$ cat src/rtl/io_port.sv
// Programmed-I/O front end: keyboard FIFO with FGI flag, display pacing timer with FGO flag,
// and a combined interrupt request.
module io_port #(
    parameter int DW          = 8,
    parameter int FIFO_DEPTH  = 4,
    parameter int DISP_CYCLES = 3
) (
    input  logic          clk,
    input  logic          rst,
    input  logic          i_kbd_strobe,
    input  logic [DW-1:0] i_kbd_data,
    input  logic          i_inp_rd,
    output logic [DW-1:0] o_inp_data,
    output logic          o_fgi,
    input  logic          i_out_wr,
    input  logic [DW-1:0] i_out_data,
    output logic          o_fgo,
    output logic [DW-1:0] o_display,
    output logic          o_disp_valid,
    input  logic          i_en_inp,
    input  logic          i_en_out,
    output logic          o_intr,
    output logic          o_kbd_ovr,
    output logic          o_out_err
);

    localparam int AW = (FIFO_DEPTH > 1) ? $clog2(FIFO_DEPTH) : 1;
    localparam int CW = $clog2(FIFO_DEPTH + 1);
    localparam int TW = (DISP_CYCLES > 1) ? $clog2(DISP_CYCLES) : 1;

    typedef enum logic {
        READY = 1'b0,
        BUSY  = 1'b1
    } disp_state_t;

    // keyboard FIFO state
    logic [DW-1:0] r_mem [FIFO_DEPTH];
    logic [AW-1:0] r_wr_ptr;
    logic [AW-1:0] r_rd_ptr;
    logic [CW-1:0] r_count;
    logic          r_strobe_q;
    logic          r_kbd_ovr;

    logic w_push;
    logic w_pop;
    logic w_full;
    logic w_empty;
    logic w_wr_en;

    // display state
    disp_state_t   r_state;
    disp_state_t   w_state_nxt;
    logic [TW-1:0] r_cnt;
    logic [TW-1:0] w_cnt_nxt;
    logic [DW-1:0] r_display;
    logic          r_disp_valid;
    logic          r_out_err;
    logic          w_disp_ld;
    logic          w_err_set;

    assign w_empty = (r_count == '0);
    assign w_full  = (r_count == CW'(FIFO_DEPTH));
    assign w_push  = i_kbd_strobe & ~r_strobe_q;
    assign w_pop   = i_inp_rd & ~w_empty;
    // A push into a full FIFO survives only when a pop frees the head slot in the same cycle.
    assign w_wr_en = w_push & (~w_full | w_pop);

    always_ff @(posedge clk) begin
        if (rst) begin
            r_wr_ptr   <= '0;
            r_rd_ptr   <= '0;
            r_count    <= '0;
            r_strobe_q <= 1'b0;
            r_kbd_ovr  <= 1'b0;
        end else begin
            r_strobe_q <= i_kbd_strobe;
            if (w_wr_en) begin
                r_wr_ptr <= r_wr_ptr + AW'(1);
            end
            if (w_pop) begin
                r_rd_ptr <= r_rd_ptr + AW'(1);
            end
            if (w_wr_en && !w_pop) begin
                r_count <= r_count + CW'(1);
            end else if (w_pop && !w_wr_en) begin
                r_count <= r_count - CW'(1);
            end
            if (w_push && w_full && !w_pop) begin
                r_kbd_ovr <= 1'b1;
            end
        end
    end

    // Storage carries data only, so it needs no reset; validity comes from r_count.
    always_ff @(posedge clk) begin
        if (!rst && w_wr_en) begin
            r_mem[r_wr_ptr] <= i_kbd_data;
        end
    end

    always_ff @(posedge clk) begin
        if (rst) begin
            r_state      <= READY;
            r_cnt        <= '0;
            r_display    <= '0;
            r_disp_valid <= 1'b0;
            r_out_err    <= 1'b0;
        end else begin
            r_state      <= w_state_nxt;
            r_cnt        <= w_cnt_nxt;
            r_disp_valid <= w_disp_ld;
            if (w_disp_ld) begin
                r_display <= i_out_data;
            end
            if (w_err_set) begin
                r_out_err <= 1'b1;
            end
        end
    end

    // Loading DISP_CYCLES-1 keeps FGO low for exactly DISP_CYCLES cycles after the write edge.
    always_comb begin
        w_state_nxt = r_state;
        w_cnt_nxt   = r_cnt;
        w_disp_ld   = 1'b0;
        w_err_set   = 1'b0;
        case (r_state)
            READY: begin
                if (i_out_wr) begin
                    w_state_nxt = BUSY;
                    w_cnt_nxt   = TW'(DISP_CYCLES - 1);
                    w_disp_ld   = 1'b1;
                end
            end
            BUSY: begin
                if (r_cnt == '0) begin
                    w_state_nxt = READY;
                end else begin
                    w_cnt_nxt = r_cnt - TW'(1);
                end
                if (i_out_wr) begin
                    w_err_set = 1'b1;
                end
            end
            default: w_state_nxt = READY;
        endcase
    end

    assign o_inp_data   = w_empty ? '0 : r_mem[r_rd_ptr];
    assign o_fgi        = ~w_empty;
    assign o_fgo        = (r_state == READY);
    assign o_display    = r_display;
    assign o_disp_valid = r_disp_valid;
    assign o_kbd_ovr    = r_kbd_ovr;
    assign o_out_err    = r_out_err;
    assign o_intr       = (i_en_inp & o_fgi) | (i_en_out & o_fgo);

endmodule
$ cat config.mk
export PLATFORM = sky130hd
export DESIGN_NAME = io_port
export DESIGN_NICKNAME = d
export VERILOG_FILES = /design/src/rtl/io_port.sv
export SDC_FILE = /design/constraint.sdc
export NUM_CORES = 1
export LEC_CHECK = 0
export CAP_MARGIN = 25
export CORE_MARGIN = 3
export CORE_UTILIZATION = 54
export DETAILED_ROUTE_END_ITERATION = 8
export PLACE_DENSITY = 0.83
export SLEW_MARGIN = 25
export SYNTH_ARGS = -nofsm -noshare
export SYNTH_HDL_FRONTEND = slang
export SYNTH_SLANG_ARGS = --single-unit
$ cat constraint.sdc
create_clock -name clk -period 4.1 [get_ports clk]
set_input_delay 0.82 -clock clk [delete_from_list [all_inputs] [get_ports clk]]
set_output_delay 0.82 -clock clk [all_outputs]
set_load 0.05 [all_outputs]
# Word-level counts from Yosys, hierarchy flattened
# Memories as Yosys holds them, arrays and structs flattened. A register that Yosys moved wholly into a read port is not among the register bits.
# Index checks and enable logic that the tools add are counted.
[classes]
eq_ne = 3
div_mod_pow = 0
multipliers = 0
bitwise_logic = 11
magnitude_cmp = 0
addsub = 5
n_mux = 15
n_shift = 0
reduce_logical = 12
[op_table]
columns = ["operator", "n"]
rows = [
  ["2-bit two-way mux", 4],
  ["8-bit two-way mux", 1],
  ["1-bit two-way mux", 6],
  ["3-bit two-way mux", 2],
  ["1-bit bitwise AND", 5],
  ["1-bit logical AND", 5],
  ["2-bit by 1-bit adder with 2-bit output (second input constant)", 2],
  ["2-bit inequality test (second input constant)", 2],
  ["1-bit inverter", 4],
  ["2-bit case mux with 2 select lines", 1],
  ["3-bit by 1-bit adder with 3-bit output (second input constant)", 1],
  ["3-bit == test (second input constant)", 1],
  ["1-bit logical NOT", 3],
  ["3-bit logical NOT", 1],
  ["3-bit by 1-bit subtractor with 3-bit output (second input constant)", 1],
  ["2-bit logical NOT", 1],
  ["1-bit bitwise OR", 2],
  ["1-bit case mux with 2 select lines", 1],
  ["2-bit AND reduction", 1],
  ["2-bit nonzero test", 1],
  ["2-bit by 1-bit subtractor with 2-bit output (second input constant)", 1],
]
[word_totals]
word_cells = 57
mem_bits_ro = 0
inputBits = 23
ramBits = 32
out_inout_bits = 22
register_bits = 22
latchBits = 0
mem_count = 1
[mem_list]
columns = ["memory", "words", "word_bits", "rd", "rd_ports_with_merged_regs", "wr", "line_no", "rtl"]
rows = [
  ["r_mem", 4, 8, 1, 1, 1, "37", "logic [DW-1:0] r_mem [FIFO_DEPTH];"],
]

# Logic depth before layout (Yosys ltp)
# Gate-level depths: netlist of the first run.
[depth]
word_depth = 9
depth_mapped = 8

# Worst setup path before layout of the first run
# No wires, ideal clock.
[synth_timing]
path_type = "register to output"
from = "reg r_count[0]"
to = "out o_intr"
required_ns = 3.280
t_arrival_ns = 1.542
path_stages_with_launch = 5
path_slack_ns = 1.738
path_cell_list = "dfxtp_1 -> nor3_1 -> buf_2 -> inv_1 -> a22o_1"
[synth_via]
elab_chain_cells = 4
[synth_lines]
columns = ["item", "line_no", "rtl"]
rows = [
  ["start: declaration", "40", "logic [CW-1:0] r_count;"],
  ["start signal: assignment", "84", "r_count <= r_count + CW'(1);"],
  ["start signal: assignment", "86", "r_count <= r_count - CW'(1);"],
  ["3-bit logical NOT", "61", "assign w_empty = (r_count == '0);"],
  ["1-bit inverter", "150", "assign o_fgi = ~w_empty;"],
  ["named net o_fgi", "14", "output logic o_fgi,"],
  ["1-bit bitwise AND", "156", "assign o_intr = (i_en_inp & o_fgi) | (i_en_out & o_fgo);"],
  ["1-bit bitwise OR", "156", ""],
  ["end: declaration", "22", "output logic o_intr,"],
]
# The timed path passes the listed nets, and every way through them passes these cells.

==> metrics, run 1 <==
Post-Place Setup Slack 1060 ps; Crit-path slowest cell clkdlybuf4s50_1; Antenna Violating Nets Remaining 0; Setup Viol. Count Final 0; first-pass GRT wire length 6.88 mm; I/O Pins 45; PnR worst setup slack 891 ps; DR iter-0 viols 75; Die Height 70.3 um; diode count 0; Total Routing Usage GR 0.183; vias per cell 5.18; Wirelength per Cell 15.7 um; Clock Path Buffers 2; post-CTS sizing 0; Post-synth EDFFs 32; critical-path maximum fanout 8; Hold Fails Final Rpt 0; initial antenna violation count 0; vias in the first global route between 1000 and 1500; worst stage delay on the critical path around 690 ps; most frequent cells after synthesis edfxtp_1, dfxtp_1, nand2_1; port bufs 44; layout net count roughly 240; DR vias 1346; setup TNS 0 ps; CTS tree done; # hold bufs at CTS 0; worst slew margin relative to its limit 0.564; Tightest Pin Transition 652 ps; post-synth top area cell edfxtp_1; postcts setup bufs 0; Worst Skew approximately 4.4 ps; Syn-to-layout area delta 25.8%; Final Slew Violations 0; YS warnings 0; clk slew on worst S/H paths 90 ps; Rows 22; H-tree depth 2; asr flop ratio synth 0; core area 0.00383 sq mm; r2r setup slk 1890 ps; Synthesized Nets 196; Final period util 0.783; most common flop cell mapped by yosys edfxtp_1; sequential share of the synthesized area 0.646; class of the most critical setup path register to primary output; syn avg cell area 13.4 sq um; Initial Util 0.583; Max-cap violations 0; Worst EP required ~3300 ps; PwrDens 600 mW/mm^2; Layout fillers 257; Max Clk Rate 0.312 GHz; Worst EP arrival 2390 ps; area of the multi-input gates approximately 720 sq um; Worst setup SP type register; Placer Congestion 0.817; Final min period 3210 ps; Skew-Pair Late Insertion Delay 300 ps; global route total overflow 0; status finished clean; Leak around 0.99 nW; CP endpoint kind primary output; Yosys cell types 26; register area between 0.001 and 0.0015 sq mm; die area 0.00494 sq mm; CTS Buf Count 5; dpl hpwl about 3.0 mm; largest net degree at the start of global routing 26; drt total wl 4.09 mm; clk root buf clkbuf_8; Detailed Routing Iterations Pass 1 4; cell count after synthesis 166; clk sinks 56; RSZ-0062 raised after global routing no; crit-path cells mux4_2 > nor2b_1 > clkdlybuf4s50_1; power consumption 0.00168 W; Chip Width 70.3 um; Hold Crit Class register to register; DRC errors left 0; Post-Syn Area 0.00223 sq mm; VDD IR max ~0.00029 V; top cells by area, synth edfxtp_1, dfxtp_1, mux4_2; Seq cells post-synth 56; top-area cell type share of the netlist area 0.431; proportion of layout cells with a drive suffix above 1 0.0943; top-count cell post-synth edfxtp_1
## per-stage QoR
step | instance area, sq um | hold slack [ps] | instances | util
6_report | 2810 | 461 | 260 | 0.733
2_1_floorplan | 2230 | 456 | 166 | -
3_5_place_dp | 2710 | 449 | 252 | 0.709
5_1_grt | 2810 | 495 | 260 | 0.733
4_1_cts | 2810 | 462 | 260 | 0.733
3_3_place_gp | 2710 | 442 | 252 | 0.709
## layer usage
| layer | vias to the layer above | GRT usage | wire length (um) |
|---|---|---|---|
| li1 | 670 | - | - |
| met1 | 645 | 0.214 | 1650 |
| met2 | 26 | 0.333 | 2250 |
| met3 | 5 | 0.0288 | 131 |
| met4 | 0 | 0.0702 | 57 |
| met5 | - | 0 | 0 |
## worst max-delay path, delay by kind of cell, from the launching register on
kind	cells	cell delay [ps]
muxes	1	570
buffers and inverters	1	690
and+or+nand+nor	1	140
DFF	1	680
## cells in the final DEF, fill, tap and decap left out
| master | instances |
|---|---|
| o21ai_0 | 2 |
| a221oi_1 | 1 |
| ha_1 | 6 |
| dfxtp_1 | 24 |
| nor4b_4 | 1 |
| o31ai_1 | 1 |
| nor3_1 | 2 |
| or3_1 | 3 |
| inv_1 | 8 |
| mux4_2 | 8 |
| buf_4 | 2 |
| xor2_1 | 3 |
| a22o_1 | 1 |
| mux2_4 | 1 |
| nor2_1 | 11 |
| clkdlybuf4s50_1 | 44 |
| clkbuf_8 | 6 |
| nand2_1 | 18 |
| a21oi_1 | 12 |
| nor2b_1 | 11 |
| nor2_2 | 1 |
| clkbuf_1 | 1 |
| edfxtp_1 | 32 |
| fa_1 | 1 |
| and2_1 | 4 |
| a31oi_1 | 1 |
| nand2b_1 | 4 |
| clkbuf_4 | 1 |
| mux2i_1 | 2 |
## flip-flops by register name (all words and copies together) (netlist names), named ones only
signal,count
r_mem,32
r_wr_ptr,2
r_cnt,2
r_count,3
o_display,8
o_kbd_ovr,1
r_state,1
r_strobe_q,1
o_out_err,1
o_disp_valid,1
r_rd_ptr,2
## path summary, 6_finish.rpt
kind / endpoint / cells after the start / from
worst max-delay path: o_inp_data[6] / 3 / register
worst min-delay path: o_display[6] / 2 / o_display[6]
worst max register to register: r_count[2] / 7 / r_count[0]
worst min register to register: o_display[6] / 2 / o_display[6]
## cell families after synthesis
group                      count (synthesis)  share of synthesized area
and+or+nand+nor                           55                      0.129
xor gates and xnor gates                   3                     0.0118
AOI/OAI and AO/OA                         18                     0.0455
adders and majority gates                  7                     0.0426
buffers and inverters                     16                     0.0286
DFF                                       56                      0.646
muxes                                     11                     0.0965
## power breakdown
| part | switching (W) | leakage [nW] | total, W | internal, W |
|---|---|---|---|---|
| clock | 0.000159 | 0.0489 | 0.000304 | 0.000145 |
| combinational | 0.000401 | 0.454 | 0.000674 | 0.000273 |
| sequential | 0.0000638 | 0.487 | 0.000706 | 0.000642 |
| total | 0.000623 | 0.990 | 0.00168 | 0.00106 |
## area by class of cell
class                   instances  share of cell area
inverters                       8              0.0107
flip-flops and latches         56               0.514
clock buffers                   8              0.0335
well taps                      48              0.0214
multi-input cells              94               0.258
repair buffers                 46               0.162
(Power assumes the default switching activity.)
==> run 2: changes to the inputs <==
--- a/config.mk
+++ b/config.mk
@@ -7,9 +7,9 @@
 export LEC_CHECK = 0
 export CAP_MARGIN = 25
 export CORE_MARGIN = 3
-export CORE_UTILIZATION = 54
+export CORE_UTILIZATION = 50
 export DETAILED_ROUTE_END_ITERATION = 8
-export PLACE_DENSITY = 0.83
+export PLACE_DENSITY = 0.78
 export SLEW_MARGIN = 25
 export SYNTH_ARGS = -nofsm -noshare
 export SYNTH_HDL_FRONTEND = slang
==> constraint.sdc (replaced) <==
create_clock -name clk -period 3.3 [get_ports clk]
set_input_delay 0.66 -clock clk [delete_from_list [all_inputs] [get_ports clk]]
set_output_delay 0.66 -clock clk [all_outputs]
set_load 0.05 [all_outputs]
==> metrics, run 2 (synthesis results as in run 1) <==
status finished clean; core area 0.00414 sq mm; Max-cap violations 0; Worst setup SP type register; launching point of the worst reg2reg path r_count[0]; drt total wl 4.03 mm; met3 usage 0.0537; worst stage delay on the critical path 700 ps; port bufs 44; setup TNS 0 ps; Hold Crit Class register to register; Clock Path Buffers 2; vias in the first global route 1394; CTS tree done; Total Routing Usage GR 0.167; Worst EP required 2640 ps; r2r setup slk approximately 1100 ps; vias per cell between 5 and 6; Final Instance Area 0.00281 sq mm; Detailed Routing Iterations Pass 1 4; most common cell after layout, fill and taps aside clkdlybuf4s50_1; Wirelength per Cell 15.4 um; Comb power frac 0.399; Leak 0.990 nW; Layout fillers between 300 and 400; CTS Buf Count 5; commonest cells after routing, fill and taps aside clkdlybuf4s50_1, edfxtp_1, dfxtp_1, nand2_1, a21oi_1; Initial Util 0.538; Final Slew Violations 0; met1 Use GR 0.208; Chip Width 72.8 um; diode count 0; post-CTS sizing 0; Post-DP Area ~0.0027 sq mm; Final period util 0.917; RSZ-0062 raised after global routing no; max reg flops 32; # hold bufs at CTS 0; DR iter-0 viols between 100 and 150; Post-Place Setup Slack 447 ps; critical-path maximum fanout 8; global route total overflow 0; H-tree depth 2; Reg power frac 0.421; Net Sw Frac 0.373; Clock power frac 0.180; die area 0.00530 sq mm; I/O Pins 45; Syn-to-layout area delta 25.9%; reg-to-reg endpoint r_count[2]; most used routing layer in global routing met2; Worst Skew 8.72 ps; Worst EP arrival about 2400 ps; depth of the worst register-to-register path 7; CP Capture Point o_inp_data[4]; Tightest Pin Transition 656 ps; area of the multi-input gates 724 sq um; Skew-Pair Late Insertion Delay 310 ps; crit-path cells mux4_2 > nor2b_1 > clkdlybuf4s50_1; Hold Fails Final Rpt 0; Sw Pwr between 0.0007 and 0.0008 W; clk slew on worst S/H paths around 90 ps; PnR worst setup slack 274 ps; GR Util met2 0.263; largest net degree at the start of global routing 27; clk root buf clkbuf_8; Antenna Violating Nets Remaining 0; worst slew margin relative to its limit 0.562; Crit-path slowest cell clkdlybuf4s50_1; Rows 23; initial antenna violation count 0; layout net count 241; CP endpoint kind primary output; clk sinks 56; Die Height 72.8 um; VDD IR max 0.000395 V; postcts setup bufs 0; Final min period a little over 3000 ps; Placed Instances 254; proportion of layout cells with a drive suffix above 1 0.0943; DRC errors left 0; register area approximately 0.0014 sq mm; Placer Congestion 0.812; Setup Viol. Count Final 0; Max Clk Rate between 0.3 and 0.4 GHz; class of the most critical setup path register to primary output; first-pass GRT wire length 6.48 mm; Reg with most FFs r_mem; PwrDens 743 mW/mm^2; dpl hpwl 2.97 mm; Layout Cells excl Fill approximately 260; DR vias 1366; Pint 0.00131 W
## run 2: changes by cell type in the layout (fill, tap and decap cells not counted)
cell	previous run	this run
inv_4	0	1
clkbuf_4	1	0
## run 2: per-stage QoR
stage / utilization / hold slack [ps] / total power, W
3_3_place_gp: 0.655 / 443 / 0.00171
5_1_grt: 0.677 / 498 / 0.00219
6_report: 0.677 / 463 / 0.00208
2_1_floorplan: - / 456 / 0.00147
3_5_place_dp: 0.655 / 453 / 0.00174
4_1_cts: 0.677 / 469 / 0.00211
## run 2: routing by layer
| layer | up-vias | part of all wire |
|---|---|---|
| li1 | 667 | - |
| met2 | 40 | 0.51 |
| met4 | 0 | 0.025 |
| met1 | 649 | 0.41 |
| met3 | 10 | 0.051 |
| met5 | - | 0 |
## run 2: critical path, delay by kind of cell, from the launching register on
family	cells	cell delay (ps)
buf+inv	1	700
flops	1	660
mux	1	560
simple gates	1	150
## run 2: layout make-up
| type | instances | area share |
|---|---|---|
| repair buffers | 46 | 0.162 |
| inverters | 8 | 0.0107 |
| flip-flops and latches | 56 | 0.514 |
| clock buffers | 7 | 0.0308 |
| clock inverters | 1 | 0.00223 |
| multi-input cells | 94 | 0.258 |
| well taps | 50 | 0.0223 |
## run 2: worst min path at each step
| stage | startpoint | slack [ps] | cells past startpoint | endpoint |
|---|---|---|---|---|
| 4_1_cts | o_display[4] | 470 | 2 | o_display[4] |
| 3_3_place_gp | o_display[7] | 440 | 2 | o_display[7] |
| 3_5_place_dp | o_display[4] | 450 | 2 | o_display[4] |
| 2_1_floorplan | r_cnt[1] | 460 | 2 | r_cnt[1] |
| 6_report | o_display[4] | 460 | 2 | o_display[4] |
| 5_1_grt | o_display[6] | 500 | 2 | o_display[6] |
## run 2: power groups by stage
stage               Clock [W]  Sequential [W]  Combinational, W
finish               0.000375        0.000877          0.000832
global route         0.000419        0.000892          0.000883
CTS                  0.000391        0.000881          0.000843
detailed placement          0        0.000896          0.000843
global placement            0        0.000890          0.000818
floorplan                   0        0.000880          0.000585
